[src/rtl/fir_amp_meter_if.sv]
`default_nettype none
// ============================================================================
//  Module      : fir_amp_meter_if
//  Description : Sample stream, control and result bundle for the FIR
//                amplitude meter. The master drives samples and control; the
//                slave (the meter) returns status and results.
//  Revision    : 1.0 - initial release
// ============================================================================
interface fir_amp_meter_if #(
    parameter int WIDTH = 30,
    parameter int CNT_W = 16
);
    logic signed [WIDTH-1:0] din;
    logic                    din_valid;
    logic                    start;
    logic                    abort;
    logic [CNT_W-1:0]        settle_len;
    logic [CNT_W-1:0]        win_len;
    logic                    busy;
    logic                    done;
    logic signed [WIDTH-1:0] max_val;
    logic signed [WIDTH-1:0] min_val;
    logic [WIDTH:0]          amp_pp;

    modport master (
        output din, din_valid, start, abort, settle_len, win_len,
        input  busy, done, max_val, min_val, amp_pp
    );

    modport slave (
        input  din, din_valid, start, abort, settle_len, win_len,
        output busy, done, max_val, min_val, amp_pp
    );
endinterface
`default_nettype wire

[src/rtl/fir_amp_meter.sv]
`default_nettype none
// ============================================================================
//  Module      : fir_amp_meter
//  Description : Measures peak-to-peak amplitude of a signed filter output
//                stream. Discards a settle period of valid samples, then
//                tracks running max/min over a window and publishes
//                max, min and max-min on completion.
//  Revision    : 1.0 - initial release
// ============================================================================
module fir_amp_meter #(
    parameter int WIDTH = 30,
    parameter int CNT_W = 16
) (
    input  wire logic        clk,
    input  wire logic        n_rst,
    fir_amp_meter_if.slave   bus
);

    localparam logic [1:0] S_IDLE    = 2'd0;
    localparam logic [1:0] S_SETTLE  = 2'd1;
    localparam logic [1:0] S_MEASURE = 2'd2;

    logic [1:0]              state_q;
    logic [1:0]              state_d;
    logic [CNT_W-1:0]        settle_cnt_q;
    logic [CNT_W-1:0]        win_cnt_q;
    logic                    first_q;
    logic signed [WIDTH-1:0] run_max_q;
    logic signed [WIDTH-1:0] run_min_q;
    logic signed [WIDTH-1:0] run_max_d;
    logic signed [WIDTH-1:0] run_min_d;
    logic signed [WIDTH-1:0] max_q;
    logic signed [WIDTH-1:0] min_q;
    logic [WIDTH:0]          amp_q;
    logic [WIDTH:0]          amp_d;
    logic                    done_q;

    logic w_start_ok;
    logic w_settle_acc;
    logic w_meas_acc;
    logic w_settle_last;
    logic w_win_last;

    // Abort outranks both a new start and sample acceptance.
    assign w_start_ok    = (state_q == S_IDLE)    && bus.start     && !bus.abort;
    assign w_settle_acc  = (state_q == S_SETTLE)  && bus.din_valid && !bus.abort;
    assign w_meas_acc    = (state_q == S_MEASURE) && bus.din_valid && !bus.abort;
    assign w_settle_last = (settle_cnt_q == CNT_W'(1));
    assign w_win_last    = (win_cnt_q == CNT_W'(1));

    // State register.
    always_ff @(posedge clk or negedge n_rst) begin
        if (!n_rst) begin
            state_q <= S_IDLE;
        end else begin
            state_q <= state_d;
        end
    end

    // Next-state decode.
    always_comb begin
        state_d = state_q;
        case (state_q)
            S_IDLE: begin
                if (w_start_ok) begin
                    state_d = (bus.settle_len == '0) ? S_MEASURE : S_SETTLE;
                end
            end
            S_SETTLE: begin
                if (bus.abort) begin
                    state_d = S_IDLE;
                end else if (w_settle_acc && w_settle_last) begin
                    state_d = S_MEASURE;
                end
            end
            S_MEASURE: begin
                if (bus.abort) begin
                    state_d = S_IDLE;
                end else if (w_meas_acc && w_win_last) begin
                    state_d = S_IDLE;
                end
            end
            default: state_d = S_IDLE;
        endcase
    end

    // Outputs: busy follows the state, results come from their registers.
    always_comb begin
        bus.busy    = (state_q == S_SETTLE) || (state_q == S_MEASURE);
        bus.done    = done_q;
        bus.max_val = max_q;
        bus.min_val = min_q;
        bus.amp_pp  = amp_q;
    end

    // Running extremes including the current sample; amp is one bit wider
    // so full-scale positive minus full-scale negative cannot wrap.
    always_comb begin
        run_max_d = run_max_q;
        run_min_d = run_min_q;
        if (first_q) begin
            run_max_d = bus.din;
            run_min_d = bus.din;
        end else begin
            if (bus.din > run_max_q) run_max_d = bus.din;
            if (bus.din < run_min_q) run_min_d = bus.din;
        end
        amp_d = {run_max_d[WIDTH-1], run_max_d} - {run_min_d[WIDTH-1], run_min_d};
    end

    // Counters, running extremes, published results and the done pulse.
    always_ff @(posedge clk or negedge n_rst) begin
        if (!n_rst) begin
            settle_cnt_q <= '0;
            win_cnt_q    <= '0;
            first_q      <= 1'b0;
            run_max_q    <= '0;
            run_min_q    <= '0;
            max_q        <= '0;
            min_q        <= '0;
            amp_q        <= '0;
            done_q       <= 1'b0;
        end else begin
            done_q <= 1'b0;
            if (w_start_ok) begin
                settle_cnt_q <= bus.settle_len;
                win_cnt_q    <= (bus.win_len == '0) ? CNT_W'(1) : bus.win_len;
                first_q      <= 1'b1;
            end
            if (w_settle_acc) begin
                settle_cnt_q <= settle_cnt_q - CNT_W'(1);
            end
            if (w_meas_acc) begin
                run_max_q <= run_max_d;
                run_min_q <= run_min_d;
                first_q   <= 1'b0;
                win_cnt_q <= win_cnt_q - CNT_W'(1);
                if (w_win_last) begin
                    max_q  <= run_max_d;
                    min_q  <= run_min_d;
                    amp_q  <= amp_d;
                    done_q <= 1'b1;
                end
            end
        end
    end

endmodule
`default_nettype wire

[src/flat_wrapper.sv]
// flat-port wrapper written by rule: the top's interface ports become plain ports
module fir_amp_meter_flat 
#(
    parameter int WIDTH = 30,
    parameter int CNT_W = 16
)
  (clk, n_rst, bus_din, bus_din_valid, bus_start, bus_abort, bus_settle_len, bus_win_len, bus_busy, bus_done, bus_max_val, bus_min_val, bus_amp_pp);
  fir_amp_meter_if #(.WIDTH(WIDTH), .CNT_W(CNT_W)) bus_i ();
  input  wire logic clk;
  input  wire logic n_rst;
  input wire logic [$bits(bus_i.din)-1:0] bus_din;
  input wire logic [$bits(bus_i.din_valid)-1:0] bus_din_valid;
  input wire logic [$bits(bus_i.start)-1:0] bus_start;
  input wire logic [$bits(bus_i.abort)-1:0] bus_abort;
  input wire logic [$bits(bus_i.settle_len)-1:0] bus_settle_len;
  input wire logic [$bits(bus_i.win_len)-1:0] bus_win_len;
  output wire logic [$bits(bus_i.busy)-1:0] bus_busy;
  output wire logic [$bits(bus_i.done)-1:0] bus_done;
  output wire logic [$bits(bus_i.max_val)-1:0] bus_max_val;
  output wire logic [$bits(bus_i.min_val)-1:0] bus_min_val;
  output wire logic [$bits(bus_i.amp_pp)-1:0] bus_amp_pp;
  assign bus_i.din = bus_din;
  assign bus_i.din_valid = bus_din_valid;
  assign bus_i.start = bus_start;
  assign bus_i.abort = bus_abort;
  assign bus_i.settle_len = bus_settle_len;
  assign bus_i.win_len = bus_win_len;
  assign bus_busy = bus_i.busy;
  assign bus_done = bus_i.done;
  assign bus_max_val = bus_i.max_val;
  assign bus_min_val = bus_i.min_val;
  assign bus_amp_pp = bus_i.amp_pp;
  fir_amp_meter #(.WIDTH(WIDTH), .CNT_W(CNT_W)) u_core (.clk(clk), .n_rst(n_rst), .bus(bus_i));
endmodule
[config.mk]
export PLATFORM = sky130hd
export DESIGN_NAME = fir_amp_meter_flat
export DESIGN_NICKNAME = d
export VERILOG_FILES = /design/src/rtl/fir_amp_meter_if.sv /design/src/rtl/fir_amp_meter.sv /design/src/flat_wrapper.sv
export SDC_FILE = /design/constraint.sdc
export NUM_CORES = 1
export LEC_CHECK = 0
export BUFFER_PORTS_ARGS = -buffer_cell sky130_fd_sc_hd__buf_2
export CAP_MARGIN = 20
export CORE_MARGIN = 2
export CORE_UTILIZATION = 58
export CTS_CLUSTER_SIZE = 30
export DETAILED_ROUTE_END_ITERATION = 8
export GPL_TIMING_DRIVEN = 0
export HOLD_SLACK_MARGIN = 0.05
export PLACE_DENSITY_LB_ADDON = 0.25
export SYNTH_ARGS = -nofsm -noshare
export SYNTH_HDL_FRONTEND = slang
export SYNTH_SLANG_ARGS = --single-unit
export TNS_END_PERCENT = 20
[constraint.sdc]
create_clock -name clk -period 6.6 [get_ports clk]
set_input_delay 0.33 -clock clk [delete_from_list [all_inputs] [get_ports clk]]
set_output_delay 0.33 -clock clk [all_outputs]
set_load 0.005 [all_outputs]
==> metrics.csv, run 1 <==
stage;metric;value;unit
critical_path;crit_required;6.90;ns
logic_synthesis;synthXorXnorAreaFrac;1.39;%
power_and_ir_drop;power;0.00487;W
run;maxCapViolCount;0;
sta;clock.fmax;0.176;GHz
logic_synthesis;yosys.area.top_type;dfrtp_1;
clock_network;cts_resized;0;
floorplan;io_pins;160;
power_and_ir_drop;p_per_area;371;nW/um2
logic_synthesis;netlist_instances;1183;
critical_path;reg2reg_from;u_core.run_max_q[24];
placement;hpwl;22600;um
sta;post-route-period-util;86.0;%
placement;place_area;12500;um2
logic_synthesis;synth_top_area_share;41.2;%
clock_network;cts_max_path_buffers;2;
logic_synthesis;ys_warn_count;0;
logic_synthesis;yosys-top-cells-area;dfrtp_1 (41%), ha_1 (11%), mux2_2 (8.9%);
drt;vias;9782;
logic_synthesis;ys_ff_latch;187;
critical_path;slowest_delay;0.55;ns
grt;grt_max_degree;98;
sta;timing.final.ws_setup;0.924;ns
floorplan;die-height;144;um
worst_hold_path;hold_class;primary input to register;
layout;layout-drive-gt1-share;21.4;%
placement;portBuffers;159;
clock_network;root_buffer;clkbuf_16;
worst_hold_path;worstHoldEndpoint;u_core.win_cnt_q[12];
sta;tightest_slew;0.872;ns
critical_path;crit_path_end_kind;register;
floorplan;dieArea;20700;um2
clock_network;insertion_delay;0.44;ns
power_and_ir_drop;power.ir.vdd_worst;0.248;mV
critical_path;regToRegSetupSlack;0.92;ns
critical_path;critPathMostFrequentCell;o21ai_0;
sta;fin_crit;5.68;ns
logic_synthesis;synth_top_family_by_area;compound AO/OA/AOI/OAI gates;
critical_path;critPathKind;register to register;
layout;syn2layout_area_growth;15.6;%
sta;finalSetupViolations;0;
grt;antenna_found_initial;3;
logic_synthesis;synthesis.area;11300;um2
drt;first_pass_iters;6;
grt;grt_pass1_wl;48000;um
critical_path;critPathArrivalTime;5.97;ns
drt;drcViolationCount;0;
logic_synthesis;synth-async-reset-ratio;100;%
grt;first_global_vias;9358;
layout;instances_no_fill;1643;
run_status;status;finished, final reports clean;
grt;grt_usage;29.8;%
power_and_ir_drop;leakagePower;6.61;nW
clock_network;clock_sinks;187;
placement;dp_cells;1608;
logic_synthesis;synth_nets;1347;
placement;place.gp.congestion;0.929;
logic_synthesis;netlist_top_cells_count;dfrtp_1 (187), nand2_1 (121), o21ai_0 (100), ha_1 (96), mux2_2 (90);
critical_path;reg2reg_depth;21;
layout;fin_nets;1527;
sta;tns;0;ns
drt;viasPerCell;5.95;
clock_network;cts_tree;done;
logic_synthesis;post-synth-top-count-cell;dfrtp_1;
grt;overflow;0;
layout;final_area;13100;um2
sta;drv_slew;0;
drt;ant_nets;0;
critical_path;startpoint_type;register;
drt;drtIter0Drc;665;
floorplan;row_count;51;
critical_path;path_max_fanout;10;
floorplan;die_w;144;um
logic_synthesis;synth_seq_area_share;41.2;%
logic_synthesis;synth_area_per_cell;9.59;um2
logic_synthesis;synth-compound-area-share;15.8;%
logic_synthesis;synthAdderAreaFrac;10.8;%
logic_synthesis;muxShareOfSynthArea;12.1;%
critical_path;cp_slowest_cell;buf_1;
logic_synthesis;synth_edf_count;0;
critical_path;crit_chain;inv_1 -> ha_1 -> nand4_1 -> nor3_1 -> a211oi_1 -> o21ai_0 -> a22o_1 -> nor2_1 -> buf_1 -> mux2i_1 -> ha_1 -> inv_1 -> fa_1 -> a211oi_1 -> nor2_1 -> o21ba_2 -> a21boi_0 -> o21ai_0 -> a311oi_1 -> xor2_1 -> o21ai_0;
sta;relSlewSlack;41.8;%
floorplan;start_util;58.7;%
drt;routed_wl;30300;um
sta;timing.final.hold_violations;0;
clock_network;path_clk_slew;0.07;ns
clock_network;cts_buffers;17;
critical_path;r2r-end;u_core.bus.amp_pp[22];
clock_network;htree_levels;4;
logic_synthesis;yosys.area_share.simple;14.2;%
sta;finClkSkew;0.0105;ns
logic_synthesis;synth_cell_type_count;65;
sta;rsz0062_at_grt;no;
worst_hold_path;hp-start;bus_win_len[12];
placement;post-place-ws;0.980;ns
drt;wl_per_cell;18.4;um
logic_synthesis;synthFlopType;dfrtp_1;
floorplan;core;19300;um2
worst_hold_path;worst_hold_path.num_cells;3;
-- flip-flops by register name, indices dropped and copies added, names as in the netlist --
signal               flops
u_core.bus.amp_pp       31
u_core.bus.done          1
u_core.bus.max_val      30
u_core.bus.min_val      30
u_core.first_q           1
u_core.run_max_q        30
u_core.run_min_q        30
u_core.settle_cnt_q     16
u_core.state_q           2
u_core.win_cnt_q        16
-- per-stage QoR --
stage / hold slack (ns) / utilization (%)
finish: 0.119 / 67.8
global route: 0.128 / 67.8
CTS: 0.113 / 67.8
detailed placement: 0.411 / 64.7
global placement: 0.454 / 64.5
floorplan: 0.0344 / -
-- area by class of cell --
cell class | count | area (um2)
Fill cell | 1572 | 6220
Antenna cell | 2 | 5.00
Sequential cell | 187 | 4680
Buffer | 45 | 209
Inverter | 77 | 289
Clock buffer | 21 | 460
Clock inverter | 11 | 133
Multi-Input combinational cell | 874 | 6170
Tap cell | 265 | 332
Timing Repair Buffer | 161 | 843
-- critical path: cells and delay by family, from the launching register on --
family | cells | cell delay, ns
xor gates and xnor gates | 1 | 0.25
adders and majority gates | 3 | 0.94
muxes | 1 | 0.39
AOI/OAI and AO/OA | 9 | 2.26
and+or+nand+nor | 4 | 0.65
buffers and inverters | 3 | 0.66
DFF | 1 | 0.38
-- cells in the final DEF, fill, tap and decap left out, types with 5 or more instances in the layout --
| cell | count |
|---|---|
| a21oi_1 | 63 |
| o211ai_1 | 6 |
| a21o_1 | 21 |
| buf_2 | 160 |
| nand4_1 | 15 |
| nor2_1 | 57 |
| xor2_1 | 10 |
| o21a_1 | 5 |
| nand2b_1 | 11 |
| and4_1 | 6 |
| a221o_1 | 8 |
| mux2i_1 | 33 |
| inv_1 | 76 |
| o31ai_1 | 8 |
| nor3_1 | 21 |
| and3_1 | 10 |
| or3_1 | 6 |
| nand3_1 | 49 |
| mux2_2 | 90 |
| ha_1 | 96 |
| clkbuf_16 | 17 |
| xnor2_1 | 8 |
| a221oi_1 | 5 |
| dfrtp_1 | 187 |
| o21ai_0 | 100 |
| a31oi_1 | 7 |
| clkbuf_1 | 37 |
| nand2_1 | 121 |
| nor4_1 | 17 |
| a211oi_1 | 10 |
| o21ai_1 | 35 |
-- where the power goes --
| group | switching, W | internal [W] |
|---|---|---|
| combinational | 0.00126 | 0.000904 |
| sequential | 0.000222 | 0.00143 |
| clock | 0.000465 | 0.000584 |
| total | 0.00195 | 0.00292 |
-- timing repair --
action                    CTS  global route
hold buffers                1             0
hold endpoints to repair   96             0
setup buffers               0             0
-- layer usage --
layer	global-route usage [%]	wire length, um	vias up
met5	0	13	-
met4	10.1	699	2
met3	5.56	2120	53
met2	48.5	14300	348
met1	40.4	13100	4719
li1	-	-	4660
-- how the worst max path moves through the flow --
stage	cells after the start	startpoint	slack, ns	endpoint
2_1_floorplan	18	u_core.run_min_q[28]	2.03	u_core.bus.amp_pp[28]
3_3_place_gp	18	bus_din[29]	1.03	u_core.bus.amp_pp[25]
3_5_place_dp	19	bus_din[25]	0.98	u_core.bus.amp_pp[22]
4_1_cts	19	u_core.run_max_q[25]	1.04	u_core.bus.amp_pp[22]
5_1_grt	18	u_core.run_min_q[29]	0.60	u_core.bus.amp_pp[25]
6_report	21	u_core.run_max_q[24]	0.92	u_core.bus.amp_pp[22]
-- kinds of logic (layout without fill, tap and decap cells) --
kind of cell	Yosys count	in the layout
AO/OA/AOI/OAI	298	298
AND/OR/NAND/NOR	336	336
buffers and inverters	122	315
XOR/XNOR	18	18
adder cells (fa/ha/maj)	97	97
flip-flops	187	187
multiplexers	125	125
other	0	2
(Power assumes the default switching activity.)
==> run 2, diff against run 1 <==
--- a/config.mk
+++ b/config.mk
@@ -7,8 +7,10 @@
 export LEC_CHECK = 0
 export BUFFER_PORTS_ARGS = -buffer_cell sky130_fd_sc_hd__buf_2
 export CAP_MARGIN = 20
+export CELL_PAD_IN_SITES_DETAIL_PLACEMENT = 0
+export CELL_PAD_IN_SITES_GLOBAL_PLACEMENT = 1
 export CORE_MARGIN = 2
-export CORE_UTILIZATION = 58
+export CORE_UTILIZATION = 45
 export CTS_CLUSTER_SIZE = 30
 export DETAILED_ROUTE_END_ITERATION = 8
 export GPL_TIMING_DRIVEN = 0
==> metrics.csv, run 2 (same netlist as run 1, synthesis figures left out) <==
stage;metric;value;unit
layout;syn2layout_area_growth;16.6;%
layout;layout-drive-gt1-share;21.6;%
floorplan;die-height;163;um
sta;post-route-period-util;86.5;%
critical_path;worst-path-buf-inv;2;
layout;post-route-util;53.0;%
layout;largest_register_ffs;31;
sta;hold-worst-slack;0.116;ns
power_and_ir_drop;p_comb_share;44.1;%
power_and_ir_drop;swShare;40.3;%
placement;dp_cells;1673;
clock_network;cts_buffers;17;
sta;tightest_slew;0.854;ns
sta;finalSetupViolations;0;
worst_hold_path;hold_class;primary input to register;
power_and_ir_drop;power.ir.vdd_worst;0.214;mV
placement;place.gp.congestion;0.856;
power_and_ir_drop;leakagePower;6.62;nW
drt;vias;9514;
placement;hpwl;23900;um
sta;drv_slew;0;
critical_path;crit_chain;inv_1 -> ha_1 -> a21oi_1 -> o21ai_0 -> a221oi_1 -> o221ai_1 -> a21oi_1 -> mux2i_4 -> buf_6 -> mux2i_1 -> ha_1 -> nand2b_1 -> a21oi_1 -> o311ai_0 -> a21oi_1 -> o2111ai_1 -> nand2_1 -> a311oi_1 -> o31ai_1;
critical_path;crit_path_end_kind;register;
placement;portBuffers;159;
drt;wl_per_cell;18.3;um
clock_network;path_clk_slew;0.08;ns
grt;overflow;0;
sta;relSlewSlack;43.0;%
sta;rsz0062_at_grt;no;
clock_network;insertion_delay;0.44;ns
floorplan;core;25000;um2
floorplan;dieArea;26500;um2
power_and_ir_drop;p_clk_share;22.3;%
sta;clock.fmax;0.175;GHz
layout;fin_nets;1527;
sta;tns;0;ns
run;maxCapViolCount;0;
clock_network;cts_max_path_buffers;2;
critical_path;slowest_delay;0.64;ns
run_status;status;finished, final reports clean;
power_and_ir_drop;p_per_area;369;nW/um2
critical_path;critPathKind;register to register;
drt;drtIter0Drc;697;
power_and_ir_drop;power_frac_seq;33.6;%
grt;antenna_found_initial;2;
grt;grt_pass1_wl;49900;um
clock_network;htree_levels;4;
grt;first_global_vias;9212;
power_and_ir_drop;p_switching;0.00197;W
critical_path;critPathMostFrequentCell;a21oi_1;
drt;ant_nets;0;
critical_path;path_max_fanout;10;
clock_network;cts_tree;done;
floorplan;io_pins;160;
clock_network;root_buffer;clkbuf_16;
drt;drcViolationCount;0;
critical_path;startpoint_type;register;
floorplan;row_count;58;
sta;finClkSkew;0.0124;ns
layout;instances_no_fill;1708;
grt;grt_usage;24.1;%
clock_network;holdBufCountCts;1;
drt;first_pass_iters;5;
drt;viasPerCell;5.57;
clock_network;clock_sinks;187;
layout;layout_common_cells;dfrtp_1 (187), buf_2 (160), nand2_1 (121), o21ai_0 (100), ha_1 (96);
clock_network;postCtsSetupRepairBufs;0;
power_and_ir_drop;p_int;0.00292;W
critical_path;path_delay_family;compound AO/OA/AOI/OAI gates;
layout;final_common_cell;dfrtp_1;
drt;routed_wl;31200;um
critical_path;critPathArrivalTime;6.01;ns
grt;grt_max_degree;113;
floorplan;die_w;163;um
floorplan;start_util;45.4;%
clock_network;cts_resized;0;
sta;fin_crit;5.71;ns
critical_path;crit_required;6.90;ns
sta;timing.final.hold_violations;0;
critical_path;cp_slowest_cell;o311ai_0;
run 2: final timing paths:
kind	startpoint	end	slack, ns	cells after the start
max in group asynchronous	n_rst	u_core.run_min_q[26]	5.16	3
setup reg to reg	u_core.run_min_q[11]	u_core.bus.amp_pp[25]	0.89	19
min in group asynchronous	n_rst	u_core.bus.amp_pp[7]	0.46	2
hold reg to reg	u_core.bus.amp_pp[12]	u_core.bus.amp_pp[12]	0.47	2
hold / removal	bus_win_len[12]	u_core.win_cnt_q[12]	0.12	3
setup / recovery	u_core.run_min_q[11]	u_core.bus.amp_pp[25]	0.89	19
run 2: area by class of cell:
| cell class | instances | area, um2 |
|---|---|---|
| antenna | 2 | 5.00 |
| buffer | 45 | 209 |
| clock buffer | 18 | 439 |
| clock inverter | 14 | 178 |
| fill | 2357 | 11700 |
| inverter | 77 | 289 |
| multi-input combinational | 874 | 6170 |
| sequential | 187 | 4680 |
| tap | 330 | 413 |
| timing repair buffer | 161 | 843 |
run 2: power groups by stage:
stage	Clock, W	Combinational (W)	Sequential (W)
6_report	0.00109	0.00215	0.00164
5_1_grt	0.00116	0.00242	0.00168
4_1_cts	0.00111	0.00214	0.00163
3_5_place_dp	0	0.00212	0.00166
3_3_place_gp	0	0.00209	0.00165
2_1_floorplan	0	0.00158	0.00160
run 2: tightest hold or removal path: stages:
cell     delay, ns
buf_2         0.09
nand2_1       0.05
nand3_1       0.06
run 2: per-layer routing:
metal,vias up,wire [um],global-route usage [%]
met2,228,14200,37.9
met3,33,1480,4.13
met1,4581,14900,34.4
met5,-,11,0
met4,2,613,6.68
li1,4670,-,-
run 2: stage by stage:
step                power (W)  worst slack [ns]  area [um2]
finish                0.00488             0.891       13200
detailed placement    0.00378             0.879       12600
global placement      0.00374             0.925       12600
global route          0.00526             0.490       13200
floorplan             0.00318              2.03       11300
CTS                   0.00489             0.990       13200
==> run 3, diff against run 2 <==
==> config.mk (replaced) <==
export PLATFORM = sky130hd
export DESIGN_NAME = fir_amp_meter_flat
export DESIGN_NICKNAME = d
export VERILOG_FILES = /design/src/rtl/fir_amp_meter_if.sv /design/src/rtl/fir_amp_meter.sv /design/src/flat_wrapper.sv
export SDC_FILE = /design/constraint.sdc
export NUM_CORES = 1
export LEC_CHECK = 0
export BUFFER_PORTS_ARGS = -buffer_cell sky130_fd_sc_hd__clkbuf_2
export CAP_MARGIN = 20
export CELL_PAD_IN_SITES_DETAIL_PLACEMENT = 1
export CELL_PAD_IN_SITES_GLOBAL_PLACEMENT = 2
export CORE_MARGIN = 2
export CORE_UTILIZATION = 37
export CTS_CLUSTER_SIZE = 30
export DETAILED_ROUTE_END_ITERATION = 8
export GPL_TIMING_DRIVEN = 0
export HOLD_SLACK_MARGIN = 0.05
export PLACE_DENSITY = 0.87
export SYNTH_ARGS = -nofsm -noshare
export SYNTH_HDL_FRONTEND = slang
export SYNTH_SLANG_ARGS = --single-unit
export TNS_END_PERCENT = 20
==> metrics.csv, run 3 (same netlist as run 1, synthesis figures left out) <==
stage;metric;value;unit
run_status;status;finished, final reports clean;
power_and_ir_drop;leakagePower;6.55;nW
critical_path;reg2reg_from;u_core.run_max_q[21];
critical_path;r2r-end;u_core.bus.amp_pp[22];
sta;tns;0;ns
layout;syn2layout_area_growth;17.1;%
layout;final_common_cell;dfrtp_1;
critical_path;crit_path_end_kind;register;
sta;relSlewSlack;42.7;%
floorplan;start_util;37.3;%
clock_network;root_buffer;clkbuf_16;
worst_hold_path;hp-start;bus_win_len[10];
sta;fin_crit;6.05;ns
worst_hold_path;hold_class;primary input to register;
clock_network;cts_tree;done;
sta;rsz0062_at_grt;no;
drt;first_pass_iters;4;
clock_network;postCtsSetupRepairBufs;0;
critical_path;startpoint_type;register;
clock_network;cts_max_path_buffers;2;
layout;layout-drive-gt1-share;21.6;%
placement;place_area;12700;um2
grt;antenna_found_initial;4;
sta;drv_slew;0;
clock_network;cts_buffers;17;
power_and_ir_drop;power.ir.vdd_worst;0.175;mV
sta;timing.final.hold_violations;0;
clock_network;cts_resized;0;
floorplan;dieArea;32100;um2
floorplan;row_count;64;
floorplan;die-height;179;um
placement;dp_cells;1739;
clock_network;insertion_delay;0.46;ns
floorplan;core;30400;um2
layout;instances_no_fill;1775;
floorplan;io_pins;160;
sta;tightest_slew;0.860;ns
critical_path;path_max_fanout;10;
drt;drtIter0Drc;413;
worst_hold_path;worst_hold_path.num_cells;3;
critical_path;crit_required;6.91;ns
drt;ant_nets;0;
placement;portBuffers;159;
placement;place.gp.congestion;0.846;
power_and_ir_drop;p_per_area;374;nW/um2
drt;drcViolationCount;0;
clock_network;holdBufCountCts;1;
clock_network;clock_sinks;187;
sta;hold-worst-slack;0.104;ns
critical_path;critPathKind;register to register;
power_and_ir_drop;power;0.00497;W
sta;finalSetupViolations;0;
layout;fin_nets;1527;
critical_path;regToRegSetupSlack;0.55;ns
drt;routed_wl;35200;um
floorplan;die_w;179;um
grt;grt_max_degree;103;
worst_hold_path;worstHoldEndpoint;u_core.win_cnt_q[10];
clock_network;path_clk_slew;0.08;ns
sta;clock.fmax;0.165;GHz
layout;final_area;13300;um2
run;maxCapViolCount;0;
placement;hpwl;27100;um
critical_path;reg2reg_depth;21;
grt;overflow;0;
clock_network;htree_levels;4;
drt;vias;9830;
grt;grt_pass1_wl;55500;um
drt;viasPerCell;5.54;
grt;grt_usage;22.5;%
layout;largest_register_ffs;31;
drt;wl_per_cell;19.8;um
layout;layout_common_cells;dfrtp_1 (187), clkbuf_2 (158), nand2_1 (121), o21ai_0 (100), ha_1 (96);
critical_path;critPathArrivalTime;6.36;ns
grt;first_global_vias;10200;
layout;nFillCells;3554;
sta;finClkSkew;0.0121;ns
sta;post-route-period-util;91.7;%
==> run 3: cell count changes in the layout (fill, tap and decap cells not counted), sizes merged <==
cell / change
diode: +1
clkbuf: +159
buf: -159
==> run 3: routing by layer <==
metal | vias to the layer above | part of all wire [%] | global-route usage (%)
met5 | - | 0.031 | 0
met3 | 53 | 4.7 | 4.35
met1 | 4910 | 46 | 29.8
met4 | 2 | 2.2 | 7.16
li1 | 4657 | - | -
met2 | 208 | 47 | 37.1
==> run 3: area by class of cell <==
type                    count  area, um2  area share, %
multi-input cells         874       6170           46.4
diodes                      3       7.51         0.0565
clock inverters            14        160           1.21
inverters                  77        289           2.17
clock buffers              18        439           3.30
flip-flops and latches    187       4680           35.2
well taps                 396        495           3.73
repair buffers            161        842           6.34
plain buffers              45        209           1.57
==> run 3: where the power goes <==
part | switching [W] | total, W | leakage, nW | internal, W
clock network | 0.000512 | 0.00109 | 0.292 | 0.000579
registers | 0.000214 | 0.00164 | 2.43 | 0.00143
logic | 0.00133 | 0.00223 | 3.82 | 0.000908
==> run 3: worst max path at each step <==
stage	start	end	slack [ns]	depth (start not counted)
final	u_core.run_max_q[21]	u_core.bus.amp_pp[22]	0.55	21
after global routing	u_core.run_max_q[15]	u_core.bus.amp_pp[22]	0.26	21
after CTS	u_core.run_max_q[21]	u_core.bus.amp_pp[28]	0.71	21
after detailed placement	bus_din[21]	u_core.bus.amp_pp[28]	0.63	21
after global placement	bus_din[19]	u_core.bus.amp_pp[28]	0.71	21
after floorplan	u_core.run_min_q[28]	u_core.bus.amp_pp[28]	2.03	18
==> run 3: metrics by stage <==
stage	util [%]	setup WS (ns)
4_1_cts	43.6	0.712
2_1_floorplan	-	2.03
3_5_place_dp	41.6	0.630
6_report	43.7	0.550
3_3_place_gp	41.5	0.711
5_1_grt	43.7	0.256
==> run 3: critical path, stage by stage (launching register included) <==
cell and delay, ns:
dfrtp_1 0.38, inv_1 0.06, ha_1 0.31, a21oi_1 0.19, o21ai_0 0.16, a21oi_1 0.24, o21ai_0 0.15, a22o_1 0.22
nor2_1 0.19, buf_1 0.61, mux2i_1 0.58, ha_1 0.26, inv_1 0.05, fa_1 0.42, a211oi_1 0.30, nor2_1 0.15
o21ba_2 0.26, a21boi_0 0.30, o21ai_0 0.31, a311oi_1 0.45, xor2_1 0.22, o21ai_0 0.09
